--- src/rtl/multicycle_ctrl.sv ---
// Control FSM for the shared-resource MIPS multicycle datapath.
// Only state and illegal are flops; every other output is decoded from the current state and inputs.
module multicycle_ctrl #(
  parameter logic [2:0] RESET_STATE = 3'd0
) (
  input  logic        clk,
  input  logic        reset_n,
  input  logic [31:0] instruction,
  input  logic        zero,
  input  logic        alu_neg,
  input  logic        mem_ready,
  output logic        PCWrite,
  output logic [1:0]  PCSrc,
  output logic        IorD,
  output logic        MemRead,
  output logic        MemWrite,
  output logic        IRWrite,
  output logic        RegWrite,
  output logic [1:0]  RegDst,
  output logic [1:0]  MemtoReg,
  output logic        ALUSrcA,
  output logic [2:0]  ALUSrcB,
  output logic [3:0]  ALU_ctrl,
  output logic        illegal,
  output logic [2:0]  state
);

  typedef enum logic [2:0] {
    S_FETCH  = 3'd0,
    S_DECODE = 3'd1,
    S_EXEC   = 3'd2,
    S_MEM    = 3'd3,
    S_WB     = 3'd4
  } state_t;

  localparam logic [5:0] OP_RTYPE = 6'b000000, OP_REGIMM = 6'b000001, OP_J    = 6'b000010;
  localparam logic [5:0] OP_JAL   = 6'b000011, OP_BEQ    = 6'b000100, OP_BNE  = 6'b000101;
  localparam logic [5:0] OP_BGTZ  = 6'b000111, OP_ADDI   = 6'b001000, OP_ADDIU = 6'b001001;
  localparam logic [5:0] OP_SLTI  = 6'b001010, OP_ANDI   = 6'b001100, OP_ORI  = 6'b001101;
  localparam logic [5:0] OP_LUI   = 6'b001111, OP_LW     = 6'b100011, OP_SW   = 6'b101011;

  localparam logic [5:0] F_SLL = 6'b000000, F_SRL = 6'b000010, F_SRA  = 6'b000011, F_JR   = 6'b001000;
  localparam logic [5:0] F_ADD = 6'b100000, F_ADDU = 6'b100001, F_SUB = 6'b100010, F_SUBU = 6'b100011;
  localparam logic [5:0] F_AND = 6'b100100, F_OR  = 6'b100101, F_NOR  = 6'b100111, F_SLT  = 6'b101010;

  localparam logic [3:0] ALU_NOP = 4'd0, ALU_ADD = 4'd1, ALU_SUB = 4'd2, ALU_AND = 4'd3;
  localparam logic [3:0] ALU_OR  = 4'd4, ALU_NOR = 4'd5, ALU_SLT = 4'd6, ALU_SLL = 4'd7;
  localparam logic [3:0] ALU_SRL = 4'd8, ALU_SRA = 4'd9, ALU_LUI = 4'd10;

  state_t     state_q, state_d;
  logic       illegal_q, illegal_d;
  logic [5:0] opcode, funct;
  logic [4:0] rt, rd;
  logic       r_valid;
  logic [3:0] r_alu;
  logic       unused_fields;

  assign opcode        = instruction[31:26];
  assign rt            = instruction[20:16];
  assign rd            = instruction[15:11];
  assign funct         = instruction[5:0];
  assign unused_fields = ^{instruction[25:21], instruction[10:6]};

  always_comb begin
    r_valid = 1'b1;
    r_alu   = ALU_NOP;
    case (funct)
      F_SLL:          r_alu = (rd == 5'd0) ? ALU_NOP : ALU_SLL;
      F_SRL:          r_alu = ALU_SRL;
      F_SRA:          r_alu = ALU_SRA;
      F_ADD, F_ADDU:  r_alu = ALU_ADD;
      F_SUB, F_SUBU:  r_alu = ALU_SUB;
      F_AND:          r_alu = ALU_AND;
      F_OR:           r_alu = ALU_OR;
      F_NOR:          r_alu = ALU_NOR;
      F_SLT:          r_alu = ALU_SLT;
      default:        r_valid = 1'b0;
    endcase
  end

  always_comb begin
    PCWrite   = 1'b0;  PCSrc    = 2'b00;  IorD     = 1'b0;  MemRead  = 1'b0;
    MemWrite  = 1'b0;  IRWrite  = 1'b0;   RegWrite = 1'b0;  RegDst   = 2'b00;
    MemtoReg  = 2'b00; ALUSrcA  = 1'b0;   ALUSrcB  = 3'b000; ALU_ctrl = ALU_NOP;
    state_d   = state_q;
    illegal_d = 1'b0;
    case (state_q)
      S_FETCH: begin
        MemRead  = 1'b1;
        ALUSrcB  = 3'b001;
        ALU_ctrl = ALU_ADD;
        IRWrite  = mem_ready;
        PCWrite  = mem_ready;
        if (mem_ready) state_d = S_DECODE;
      end
      S_DECODE: begin
        ALUSrcB  = 3'b100;
        ALU_ctrl = ALU_ADD;
        state_d  = S_EXEC;
      end
      S_EXEC: begin
        state_d = S_FETCH;
        case (opcode)
          OP_RTYPE: begin
            if (funct == F_JR) begin
              PCSrc   = 2'b11;
              PCWrite = 1'b1;
            end else if (r_valid) begin
              ALUSrcA  = 1'b1;
              ALU_ctrl = r_alu;
              state_d  = S_WB;
            end else begin
              illegal_d = 1'b1;
            end
          end
          OP_ADDI, OP_ADDIU: begin ALUSrcA = 1'b1; ALUSrcB = 3'b010; ALU_ctrl = ALU_ADD; state_d = S_WB; end
          OP_SLTI:           begin ALUSrcA = 1'b1; ALUSrcB = 3'b010; ALU_ctrl = ALU_SLT; state_d = S_WB; end
          OP_ANDI:           begin ALUSrcA = 1'b1; ALUSrcB = 3'b011; ALU_ctrl = ALU_AND; state_d = S_WB; end
          OP_ORI:            begin ALUSrcA = 1'b1; ALUSrcB = 3'b011; ALU_ctrl = ALU_OR;  state_d = S_WB; end
          OP_LUI:            begin ALUSrcA = 1'b1; ALUSrcB = 3'b011; ALU_ctrl = ALU_LUI; state_d = S_WB; end
          OP_LW, OP_SW:      begin ALUSrcA = 1'b1; ALUSrcB = 3'b010; ALU_ctrl = ALU_ADD; state_d = S_MEM; end
          // Branch target was computed into ALUOut during DECODE
          OP_BEQ:  begin ALUSrcA = 1'b1; ALU_ctrl = ALU_SUB; PCSrc = 2'b01; PCWrite = zero;  end
          OP_BNE:  begin ALUSrcA = 1'b1; ALU_ctrl = ALU_SUB; PCSrc = 2'b01; PCWrite = !zero; end
          OP_BGTZ: begin
            ALUSrcA = 1'b1; ALUSrcB = 3'b101; ALU_ctrl = ALU_SUB; PCSrc = 2'b01;
            PCWrite = !alu_neg && !zero;
          end
          OP_REGIMM: begin
            if (rt == 5'd1) begin
              ALUSrcA = 1'b1; ALUSrcB = 3'b101; ALU_ctrl = ALU_SUB; PCSrc = 2'b01;
              PCWrite = !alu_neg;
            end else begin
              illegal_d = 1'b1;
            end
          end
          OP_J:    begin PCSrc = 2'b10; PCWrite = 1'b1; end
          // PC already holds PC+4 here, which is the link value written to $31
          OP_JAL:  begin PCSrc = 2'b10; PCWrite = 1'b1; RegWrite = 1'b1; RegDst = 2'b10; MemtoReg = 2'b10; end
          default: illegal_d = 1'b1;
        endcase
      end
      S_MEM: begin
        IorD = 1'b1;
        if (opcode == OP_LW) begin
          MemRead = 1'b1;
          if (mem_ready) state_d = S_WB;
        end else begin
          MemWrite = 1'b1;
          if (mem_ready) state_d = S_FETCH;
        end
      end
      S_WB: begin
        RegWrite = 1'b1;
        state_d  = S_FETCH;
        if (opcode != OP_RTYPE) RegDst   = 2'b01;
        if (opcode == OP_LW)    MemtoReg = 2'b01;
      end
      default: state_d = S_FETCH;
    endcase
    // Reset must silence the decoded outputs immediately, not just at the next edge
    if (!reset_n) begin
      PCWrite  = 1'b0;  PCSrc    = 2'b00;  IorD     = 1'b0;  MemRead  = 1'b0;
      MemWrite = 1'b0;  IRWrite  = 1'b0;   RegWrite = 1'b0;  RegDst   = 2'b00;
      MemtoReg = 2'b00; ALUSrcA  = 1'b0;   ALUSrcB  = 3'b000; ALU_ctrl = ALU_NOP;
    end
  end

  always_ff @(posedge clk or negedge reset_n) begin
    if (!reset_n) begin
      state_q   <= state_t'(RESET_STATE);
      illegal_q <= 1'b0;
    end else begin
      state_q   <= state_d;
      illegal_q <= illegal_d;
    end
  end

  assign state   = state_q;
  assign illegal = illegal_q;

endmodule

--- config.mk ---
export PLATFORM = sky130hd
export DESIGN_NAME = multicycle_ctrl
export DESIGN_NICKNAME = d
export VERILOG_FILES = /design/src/rtl/multicycle_ctrl.sv
export SDC_FILE = /design/constraint.sdc
export NUM_CORES = 1
export LEC_CHECK = 0
export BUFFER_PORTS_ARGS = -buffer_cell sky130_fd_sc_hd__buf_2
export CAP_MARGIN = 0
export CORE_UTILIZATION = 25
export DETAILED_ROUTE_END_ITERATION = 6
export MAX_ROUTING_LAYER = met4
export SYNTH_ARGS = -nofsm -noshare
export SYNTH_HDL_FRONTEND = slang
export SYNTH_SLANG_ARGS = --single-unit
export TNS_END_PERCENT = 10
--- constraint.sdc ---
create_clock -name clk -period 2 [get_ports clk]
set_input_delay 0.2 -clock clk [delete_from_list [all_inputs] [get_ports clk]]
set_output_delay 0.2 -clock clk [all_outputs]
set_load 0.005 [all_outputs]
### Yosys cells after proc, flatten, opt, wreduce, memory -nomap -nowiden

Cells that the tools add are included.

| word-level totals | value |
|---|---|
| register bits after elaboration | 4 |
| bits of input ports | 37 |
| logic and storage cells | 118 |

| operators by class | value |
|---|---|
| equality and inequality tests | 32 |
| mux-type cells | 62 |
| reduce and logical (&&, ||, !) cells | 22 |

Operator list:

| kind | number |
|---|---|
| 6-bit == test, second input constant | 10 |
| 6-bit by 4-bit == test with 1-bit output, second input constant | 7 |
| 4-bit one-hot mux with 9 select lines | 1 |
| 4-bit one-hot mux with 8 select lines | 1 |
| 1-bit 2-to-1 mux | 27 |
| 3-bit 2-to-1 mux | 9 |
| 6-bit by 2-bit == test with 1-bit output, second input constant | 4 |
| 3-bit one-hot mux with 4 select lines | 2 |
| 11-bit OR reduction | 2 |
| 6-bit by 3-bit == test with 1-bit output, second input constant | 3 |
| 3-bit one-hot mux with 3 select lines | 2 |
| 2-bit 2-to-1 mux | 7 |
| 13-bit OR reduction | 1 |
| 6-bit logical NOT | 2 |
| 4-bit 2-to-1 mux | 3 |
| 2-bit OR reduction | 5 |
| 2-bit one-hot mux with 2 select lines | 2 |
| 2-bit one-hot mux with 4 select lines | 1 |
| 4-bit one-hot mux with 2 select lines | 1 |
| 3-bit by 2-bit == test with 1-bit output, second input constant | 2 |
| 6-bit by 1-bit == test with 1-bit output, second input constant | 1 |
| 1-bit one-hot mux with 2 select lines | 3 |
| 1-bit one-hot mux with 3 select lines | 2 |
| 1-bit one-hot mux with 6 select lines | 1 |
| other kinds (14) | 17 |

### Longest topological paths before layout

Gate-level depths: netlist of run 1.

| depth | value |
|---|---|
| depth after elaboration | 8 |
| depth in mapped cells | 6 |

### Worst setup path before layout of run 1

No wires, ideal clock.

| timing path | value |
|---|---|
| path kind | flip-flop to output port |
| start | reg state_q[0] (netlist: state[0]) |
| end | out RegDst[1] |
| data arrival time | 1.602 ns |
| slack | 0.198 ns |
| stages on the path, launching flop included | 6 |
| buffers on the path | 2 |
| cell sequence | dfrtp_1 > clkbuf_1 > nand2b_1 > or2_2 > nor4_1 > buf_4 |

| on the way | value |
|---|---|
| longest elaborated chain between the ends | 3 |
| elaborated cells between the ends (all ways) | 4 |

Ends and longest elaborated chain:

| element | line | source |
|---|---|---|
| start, declared | 50 | `state_t state_q, state_d;` |
| start signal, assigned | 171 | `state_q <= state_t'(RESET_STATE);` |
| start signal, assigned | 174 | `state_q <= state_d;` |
| 3-bit == test / 3-bit by 2-bit == test with 1-bit output (equally long branches) | 87 | `case (state_q)` |
| 2-bit one-hot mux with 2 select lines (*) | 87 |  |
| 2-bit 2-to-1 mux (*) | 162 | `if (!reset_n) begin` |
| end, declared | 19 | `output logic [1:0] RegDst,` |

Mark *: on every way between the ends. The rest lies on a longest branch, timed or not.

### Final worst setup path of run 1

| timing path | value |
|---|---|
| start | in instruction[29] |
| end | out PCSrc[0] |

| on the way | value |
|---|---|
| longest elaborated chain between the ends | 5 |
| elaborated cells between the ends (all ways) | 12 |

Ends and longest elaborated chain:

| element | line | source |
|---|---|---|
| start, declared | 8 | `input logic [31:0] instruction,` |
| 6-bit by 3-bit == test with 1-bit output / 6-bit by 2-bit == test with 1-bit output (equally long branches) | 103 | `case (opcode)` |
| 3-bit OR reduction (no source line) / 2-bit OR reduction (equally long branches) | -- |  |
| 2-bit one-hot mux with 4 select lines (*) | 103 |  |
| 2-bit 2-to-1 mux (*) | 87 |  |
| 2-bit 2-to-1 mux (*) | 162 |  |
| end, declared | 13 | `output logic [1:0] PCSrc,` |

Marks and branches as above.

==> results of run 1 <==
[timing repair]
| item | CTS | global route |
|---|---|---|
| endpoints found under the hold margin | 4 | 0 |
| buffers inserted | 1 | 0 |
| gates resized for setup | 0 | 1 |
| hold buffers | 1 | 0 |
| pin swaps | 1 | 1 |
| setup endpoints to repair | 3 | 1 |
[registers in the layout, summed over array words and instances (netlist names)]
signal,count
illegal,1
state,3
[final cells by class]
class,count,area [µm²],area share [%]
Multi-Input combinational cell,130,820.8,56.85
Sequential cell,4,100.1,6.932
Tap cell,48,60.06,4.159
Timing Repair Buffer,69,395.4,27.38
Inverter,7,26.28,1.820
Clock buffer,3,41.29,2.860
[kinds of logic after synthesis]
| group | Yosys count | share of synthesized area (%) |
|---|---|---|
| simple gates | 79 | 44.29 |
| compound gates | 48 | 35.01 |
| buf+inv | 18 | 8.029 |
| flops | 4 | 10.04 |
| xor+xnor | 3 | 2.635 |
[path summary, 6_finish.rpt]
path | from | end | slack [ns] | cells past startpoint
max in group asynchronous | reset_n | state[0]$_DFFE_PN0P_ | 1.43 | 2
min | mem_ready | state[1]$_DFFE_PN0P_ | 0.24 | 2
min reg2reg | state[2]$_DFFE_PN0P_ | state[2]$_DFFE_PN0P_ | 0.57 | 2
max | instruction[29] | PCSrc[0] | 0.05 | 6
max reg2reg | state[1]$_DFFE_PN0P_ | state[2]$_DFFE_PN0P_ | 0.82 | 5
min in group asynchronous | reset_n | state[2]$_DFFE_PN0P_ | 0.40 | 2
[cells in the final DEF (no fill, tap or decap), types with 3 or more instances in the layout]
cell,count
a21oi_1,6
a31oi_1,5
buf_2,50
buf_4,18
clkbuf_8,3
dfrtp_1,4
inv_1,6
nand2_1,19
nand2b_1,5
nand3b_1,3
nand4_1,4
nor2_1,17
nor3_1,5
nor4_1,3
o21ai_0,12
o22ai_1,3
or2_2,3
[power breakdown]
part	switching, W	leakage (nW)	internal [W]
clock	0.0000410	0.0216	0.000128
combinational	0.000266	0.568	0.000208
sequential	0.0000105	0.0515	0.000111
total	0.000317	0.641	0.000447
[metal layers]
metal | up-vias | GRT usage [%]
met1 | 661 | 22.66
li1 | 697 | -
met3 | 5 | 1.736
met4 | 0 | 6.250
met5 | - | -
met2 | 62 | 27.34
[stage by stage]
stage / power (W) / utilization [%] / instance area, µm²
6_report: 0.0007645 / 38.57 / 1444
5_1_grt: 0.0008261 / 38.57 / 1444
4_1_cts: 0.0007685 / 38.47 / 1440
3_5_place_dp: 0.0005931 / 36.90 / 1381
3_3_place_gp: 0.0005907 / 36.90 / 1381
2_1_floorplan: 0.0003921 / - / 997.2
==> out/qor.txt, run 1 <==
Pin count of the biggest net entering global routing -> 16
Power Density -> 529.4 nW/µm²
Synth top cells by count -> nand2_1, nor2_1, o21ai_0, a21oi_1, inv_1
CP max FO -> 4
Setup WS post-layout -> 0.05074 ns
Crit path arrival time -> 1.75 ns
Layout cells sized above 1 -> 38.50%
First-pass GRT wire length -> 5547 µm
Cell area after synthesis -> 997.2 µm²
Metal3 WL -> 235 µm
Max Slew Vio Count -> 0
Total track usage -> 17.21%
# port buffers -> 50
Crit. End Element -> primary output
Status -> complete, no violations
Synth warnings -> 0
Initial Utilization -> 26.64%
Placed insts -> 256
Num CTS Buffers -> 3
Gp weighted congestion -> 0.8827
Final hold slack -> 0.2374 ns
Worst path cell trace -> buf_2 > or4_4 > buf_4 > or3_2 > a21oi_2 > buf_2
Post-synth EDFFs -> 0
Min cycle time layout -> 1.949 ns
Maximum Capacitance Violations -> 0
Yosys reg bits -> 4
Hold crit path type -> in2reg
Mapped Nets -> 189
Final setup viols -> 0
Mapped Cells -> 152
Nets -> 252
Largest cells by area after synthesis -> dfrtp_1, nand2_1, nor2_1
# rows -> 22
Clock slew at reported path FFs -> 0.03 ns
Worst path bufs/invs -> 3
Worst setup path class -> in2out
Root Buffer -> clkbuf_8
Boundary Pins -> 61
Setup tns final -> 0 ns
Initial antenna violation count -> 0
Detailed Route WL -> 3443 µm
DR DRC count -> 0
Layout Cells excl Fill -> 261
Max-slew headroom -> 78.53%
Number of antenna diodes -> 0
CTS sink count -> 4
Register area share after synthesis -> 10.04%
Clk Latency, worst-skew pair -> 0.22 ns
Met2 wire length -> 1608 µm
Routed length on met1 -> 1551 µm
ANT nets after route -> 0
Post-Syn Area per Cell -> 6.561 µm²
Area leader, netlist -> dfrtp_1
H-tree levels -> 1
Worst path slowest cell -> or4_4
Pleak -> 0.6414 nW
Unrepaired setup endpoints after global routing -> false
CP startpoint kind -> input pin
Die H -> 65.16 µm
Clock buffer depth -> 2
Wirelength per Cell -> 13.19 µm
Top-area cell type share of the netlist area -> 10.04%
Die Wd -> 65.16 µm
Clk_skew -> 0.002473 ns
CP top delay family -> simple AND/OR/NAND/NOR gates
Critical path's most frequent cell -> buf_2
Leading cell type by number of instances after synthesis -> nand2_1
VDD IR-drop max -> 0.1746 mV
Synth async-reset ratio -> 100.0%
TritonCTS clock tree -> built
Tightest Pin Transition -> 0.3190 ns
Main flop type after synthesis -> dfrtp_1
Overflow after GRT -> 0
Die ar. -> 4245 µm²
Period utilisation layout -> 97.46%
Avg Vias per Cell -> 5.460
P&R area growth vs syn -> 44.79%
Fin. Hold Viols -> 0
Cell variety after synth -> 51
Max Used Layer -> met4
HPWL Detailed -> 2737 µm
Max Clk Rate -> 513.0 MHz
DRT Pass-1 Iters -> 5
CP required -> 1.80 ns
Pre-CTS setup slack -> -0.03529 ns
DRT iter0 DRCs -> 85
Max incr delay on CP -> 0.55 ns
Core Footprint -> 3744 µm²
Fillers -> 423
Number of global-route vias before repair -> 1219
Via count -> 1425
Power figures use the tool's default switching activity.
==> run 2, diff against run 1 <==
- RECOVER_POWER: not set -> 100
==> run 2 against run 1 <==
Hold slack gained 0.0027 ns. Clock skew is essentially flat. Flip-flop and latch count is the same. Fmax shrank 0.11%. First-iteration DRC count grew 18%. Die area is the same. Sequential power is essentially flat. Worst setup slack lost 0.0021 ns. Critical path depth is the same. Critical path type unchanged. Critical endpoint unchanged. Largest power group unchanged.
==> out/qor.txt, run 2 (synthesis results as in run 1) <==
Worst setup path class -> in2out
Post-layout util -> 37.80%
Worst reg2reg startpoint -> state[1]$_DFFE_PN0P_
# port buffers -> 50
# rows -> 22
Boundary Pins -> 61
DRT Pass-1 Iters -> 4
Nets -> 252
CTS sink count -> 4
Maximum Capacitance Violations -> 0
Reg2Reg Setup Slack -> 0.55 ns
Avg Vias per Cell -> 5.410
Max incr delay on CP -> 0.55 ns
Worst path slowest cell -> or4_4
Die Wd -> 65.16 µm
VDD IR-drop max -> 0.1675 mV
Clk Latency, worst-skew pair -> 0.22 ns
Critical path's most frequent cell -> buf_2
Initial Utilization -> 26.64%
Hold Startpoint -> mem_ready
Worst hold path cell count -> 2
Die H -> 65.16 µm
Worst path bufs/invs -> 3
Unrepaired setup endpoints after global routing -> false
P&R area growth vs syn -> 41.91%
Detailed Route WL -> 3451 µm
Number of global-route vias before repair -> 1219
Num CTS Buffers -> 3
R2R cell count -> 5
Clock buffer depth -> 2
Via count -> 1412
Clk_skew -> 0.002652 ns
Total track usage -> 17.21%
Hold crit path type -> in2reg
Fin. Hold Viols -> 0
TritonCTS clock tree -> built
CP max FO -> 4
H-tree levels -> 1
Period utilisation layout -> 97.57%
Clock slew at reported path FFs -> 0.03 ns
Commonest non-fill, non-tap cell in the layout -> buf_2
Max-slew headroom -> 70.07%
Layout cells sized above 1 -> 31.46%
Max Slew Vio Count -> 0
DR DRC count -> 0
R2R Path End -> state[2]$_DFFE_PN0P_
Final setup viols -> 0
Crit. End Element -> primary output
Overflow after GRT -> 0
Die ar. -> 4245 µm²
Commonest cells after routing, fill and taps aside -> buf_2, nand2_1, nor2_1
Core Footprint -> 3744 µm²
Max Clk Rate -> 512.5 MHz
CP startpoint kind -> input pin
Crit path arrival time -> 1.75 ns
Number of flip-flops in the largest register -> 3
Worst path cell trace -> buf_2 > or4_4 > clkbuf_2 > or3_2 > a21oi_2 > buf_2
First-pass GRT wire length -> 5547 µm
CP required -> 1.80 ns
Wirelength per Cell -> 13.22 µm
CP top delay family -> simple AND/OR/NAND/NOR gates
Gp weighted congestion -> 0.8827
Setup WS post-layout -> 0.04867 ns
Number of antenna diodes -> 0
Min cycle time layout -> 1.951 ns
Worst hold endpoint -> state[1]$_DFFE_PN0P_
Pre-CTS setup slack -> -0.03529 ns
Fillers -> 431
Power Density -> 520.6 nW/µm²
Status -> complete, no violations
Initial antenna violation count -> 0
HPWL Detailed -> 2737 µm
Tightest Pin Transition -> 0.4490 ns
ANT nets after route -> 0
DRT iter0 DRCs -> 100
Pin count of the biggest net entering global routing -> 16
Pleak -> 0.5798 nW
Root Buffer -> clkbuf_8
==> run 2: worst max path at each step <==
stage                               startpoint          end  slack, ns  cells after the start
after floorplan           state[0]$_DFFE_PN0P_    RegDst[1]       0.20                      5
after global placement         instruction[29]  ALU_ctrl[3]      -0.02                      7
after detailed placement       instruction[29]  ALU_ctrl[3]      -0.04                      7
after CTS                      instruction[29]     PCSrc[0]       0.02                      6
after global routing           instruction[29]  ALU_ctrl[3]       0.02                      7
final                          instruction[29]     PCSrc[0]       0.05                      6
==> run 2: metrics by stage <==
| step | power, W | setup TNS, ns | hold WS (ns) | area, µm² | cells |
|---|---|---|---|---|---|
| 3_5_place_dp | 0.0005931 | -0.07756 | 0.03081 | 1381 | 256 |
| 4_1_cts | 0.0007685 | 0 | 0.2373 | 1440 | 261 |
| 6_report | 0.0007368 | 0 | 0.2401 | 1415 | 261 |
| 2_1_floorplan | 0.0003921 | 0 | -0.09559 | 997.2 | 152 |
| 3_3_place_gp | 0.0005907 | -0.03652 | 0.03596 | 1381 | 256 |
| 5_1_grt | 0.0007968 | 0 | 0.2574 | 1415 | 261 |
==> run 2: worst register-to-register path, delay by kind of cell, from the launching register on <==
kind	cells	cell delay [ns]
flops	1	0.33
buf+inv	1	0.37
simple gates	3	0.54
compound gates	1	0.14
==> run 2: report_power, final <==
group / switching, W / leakage, nW / total [W] / internal, W
combinational: 0.000266 / 0.507 / 0.000446 / 0.000180
clock: 0.0000416 / 0.0216 / 0.000170 / 0.000128
sequential: 0.0000104 / 0.0515 / 0.000121 / 0.000111
total: 0.000318 / 0.580 / 0.000737 / 0.000419
==> run 2: what timing repair did <==
action | CTS | global route
gates cloned | 0 | 0
pin swaps | 1 | 1
endpoints found under the setup margin | 3 | 1
gates resized for setup | 0 | 1
setup buffers | 1 | 0
hold endpoints to repair | 4 | 0
hold buffers | 1 | 0
==> run 2: area by class of cell <==
type                    count  area, µm²  area share (%)
flip-flops and latches      4      100.1           7.073
inverters                   7      26.28           1.857
well taps                  48      60.06           4.244
repair buffers             69      366.6           25.91
multi-input cells         130      820.8           58.00
clock buffers               3      41.29           2.918
==> run 2: metal layers <==
metal | up-vias | track usage, % | share of wire, %
met3 | 5 | 1.736 | 6.1
met1 | 654 | 22.66 | 45
met4 | 0 | 6.250 | 1.4
met2 | 53 | 27.34 | 47
li1 | 700 | - | -
met5 | - | - | 0
==> run 3, diff against run 2 <==
- BUFFER_PORTS_ARGS: -buffer_cell sky130_fd_sc_hd__buf_2 -> not set
- CTS_CLUSTER_SIZE: not set -> 10
- DONT_BUFFER_PORTS: not set -> 1
- PLACE_DENSITY: not set -> 0.36
==> run 3 against run 2 <==
Clock power about the same. Register-to-register slack worse by 0.05 ns. Via count down 17%. Power down 14%. Non-clock buffer count down 62. Routed wire length up 0.32%.
==> out/qor.txt, run 3 (synthesis results as in run 1) <==
Status -> complete, no violations
Clock slew at reported path FFs -> 0.03 ns
DRT Pass-1 Iters -> 4
Fillers -> 447
Detailed Route WL -> 3462 µm
VDD IR-drop max -> 0.2594 mV
Commonest cells after routing, fill and taps aside -> nand2_1, nor2_1, o21ai_0
DR DRC count -> 0
Total track usage -> 16.97%
Clk Latency, worst-skew pair -> 0.22 ns
# rows -> 22
# port buffers -> 0
Pleak -> 0.3413 nW
Pin count of the biggest net entering global routing -> 17
Maximum Capacitance Violations -> 0
Number of global-route vias before repair -> 1055
Hold crit path type -> in2reg
Unrepaired setup endpoints after global routing -> false
CTS Hold Bufs -> 1
CP required -> 1.80 ns
Max Slew Vio Count -> 0
ANT nets after route -> 0
H-tree levels -> 1
Core Footprint -> 3744 µm²
Fin. Hold Viols -> 0
Avg Vias per Cell -> 5.894
DRT iter0 DRCs -> 90
Number of antenna diodes -> 0
Clk_skew -> 0.001608 ns
Nets -> 190
Period utilisation layout -> 94.43%
Wirelength per Cell -> 17.40 µm
Num CTS Buffers -> 3
Initial antenna violation count -> 0
Gp weighted congestion -> 0.8321
CP max FO -> 5
Number of flip-flops in the largest register -> 3
Layout cells sized above 1 -> 10.60%
CTS sink count -> 4
Overflow after GRT -> 0
Via count -> 1173
Final setup viols -> 0
Worst setup path class -> reg2out
Die H -> 65.16 µm
Commonest non-fill, non-tap cell in the layout -> nand2_1
Initial Utilization -> 26.64%
Die Wd -> 65.16 µm
Max Clk Rate -> 529.5 MHz
Root Buffer -> clkbuf_8
TritonCTS clock tree -> built
First-pass GRT wire length -> 5492 µm
Max-slew headroom -> 70.08%
Min cycle time layout -> 1.889 ns
P&R area growth vs syn -> 9.159%
Setup tns final -> 0 ns
Crit path arrival time -> 1.69 ns
HPWL Detailed -> 2621 µm
Clock buffer depth -> 2
Boundary Pins -> 61
PostCTS Resize Cnt -> 0
Tot Pwr -> 0.0006329 W
Post-CTS Setup Bufs -> 0
Crit. End Element -> primary output
Die ar. -> 4245 µm²
CP startpoint kind -> flop
Tightest Pin Transition -> 0.4488 ns
Power Density -> 581.4 nW/µm²
run 3: cell count changes in the layout (fill, tap and decap cells not counted), sizes merged:
cell and delta:
buf -46, clkbuf -16
run 3: worst paths after layout:
kind                                      start                    to  slack (ns)  cells past startpoint
hold / removal                        mem_ready  state[1]$_DFFE_PN0P_         0.1                      1
min in group asynchronous               reset_n  state[2]$_DFFE_PN0P_        0.26                      1
setup reg to reg           state[0]$_DFFE_PN0P_  state[2]$_DFFE_PN0P_        0.50                      5
setup / recovery           state[0]$_DFFE_PN0P_             RegDst[1]        0.11                      4
hold reg to reg            state[1]$_DFFE_PN0P_  state[1]$_DFFE_PN0P_        0.67                      2
max in group asynchronous               reset_n  state[0]$_DFFE_PN0P_        1.57                      1
run 3: layout make-up:
| class | instances | area, µm² | share of cell area, % |
|---|---|---|---|
| Inverter | 7 | 26.28 | 2.414 |
| Timing Repair Buffer | 7 | 43.79 | 4.023 |
| Multi-Input combinational cell | 130 | 817.0 | 75.06 |
| Clock buffer | 3 | 41.29 | 3.793 |
| Sequential cell | 4 | 100.1 | 9.195 |
| Tap cell | 48 | 60.06 | 5.517 |
run 3: where the power goes:
part | leakage (nW) | switching (W) | total, W | internal (W)
Combinational | 0.268 | 0.000214 | 0.000340 | 0.000126
Sequential | 0.0515 | 0.0000127 | 0.000123 | 0.000111
Clock | 0.0216 | 0.0000416 | 0.000170 | 0.000128
Total | 0.341 | 0.000268 | 0.000633 | 0.000365
run 3: per-layer routing:
metal  track usage, %  vias to the layer above  routed length [µm]
li1                 -                      574                   -
met1            24.16                      538                1579
met2            24.35                       57                1572
met3            3.125                        4                 258
met4            4.620                        0                  52
met5                -                        -                   0
run 3: worst max-delay path, stage by stage, from the launching register on:
cell,delay [ns]
dfrtp_1,0.35
nand2b_1,0.22
or2_2,0.38
nor4_1,0.31
clkbuf_1,0.20
run 3: metrics by stage:
step / utilization (%) / setup slack, ns / std cells / area [µm²] / hold WS, ns
floorplan: - / 0.1981 / 152 / 997.2 / -0.09559
global placement: 28.01 / 0.1523 / 195 / 1049 / -0.09540
detailed placement: 28.01 / 0.1521 / 195 / 1049 / -0.09540
CTS: 29.38 / 0.1056 / 199 / 1100 / 0.09905
global route: 29.08 / 0.02863 / 199 / 1089 / 0.1202
finish: 29.08 / 0.1115 / 199 / 1089 / 0.09917
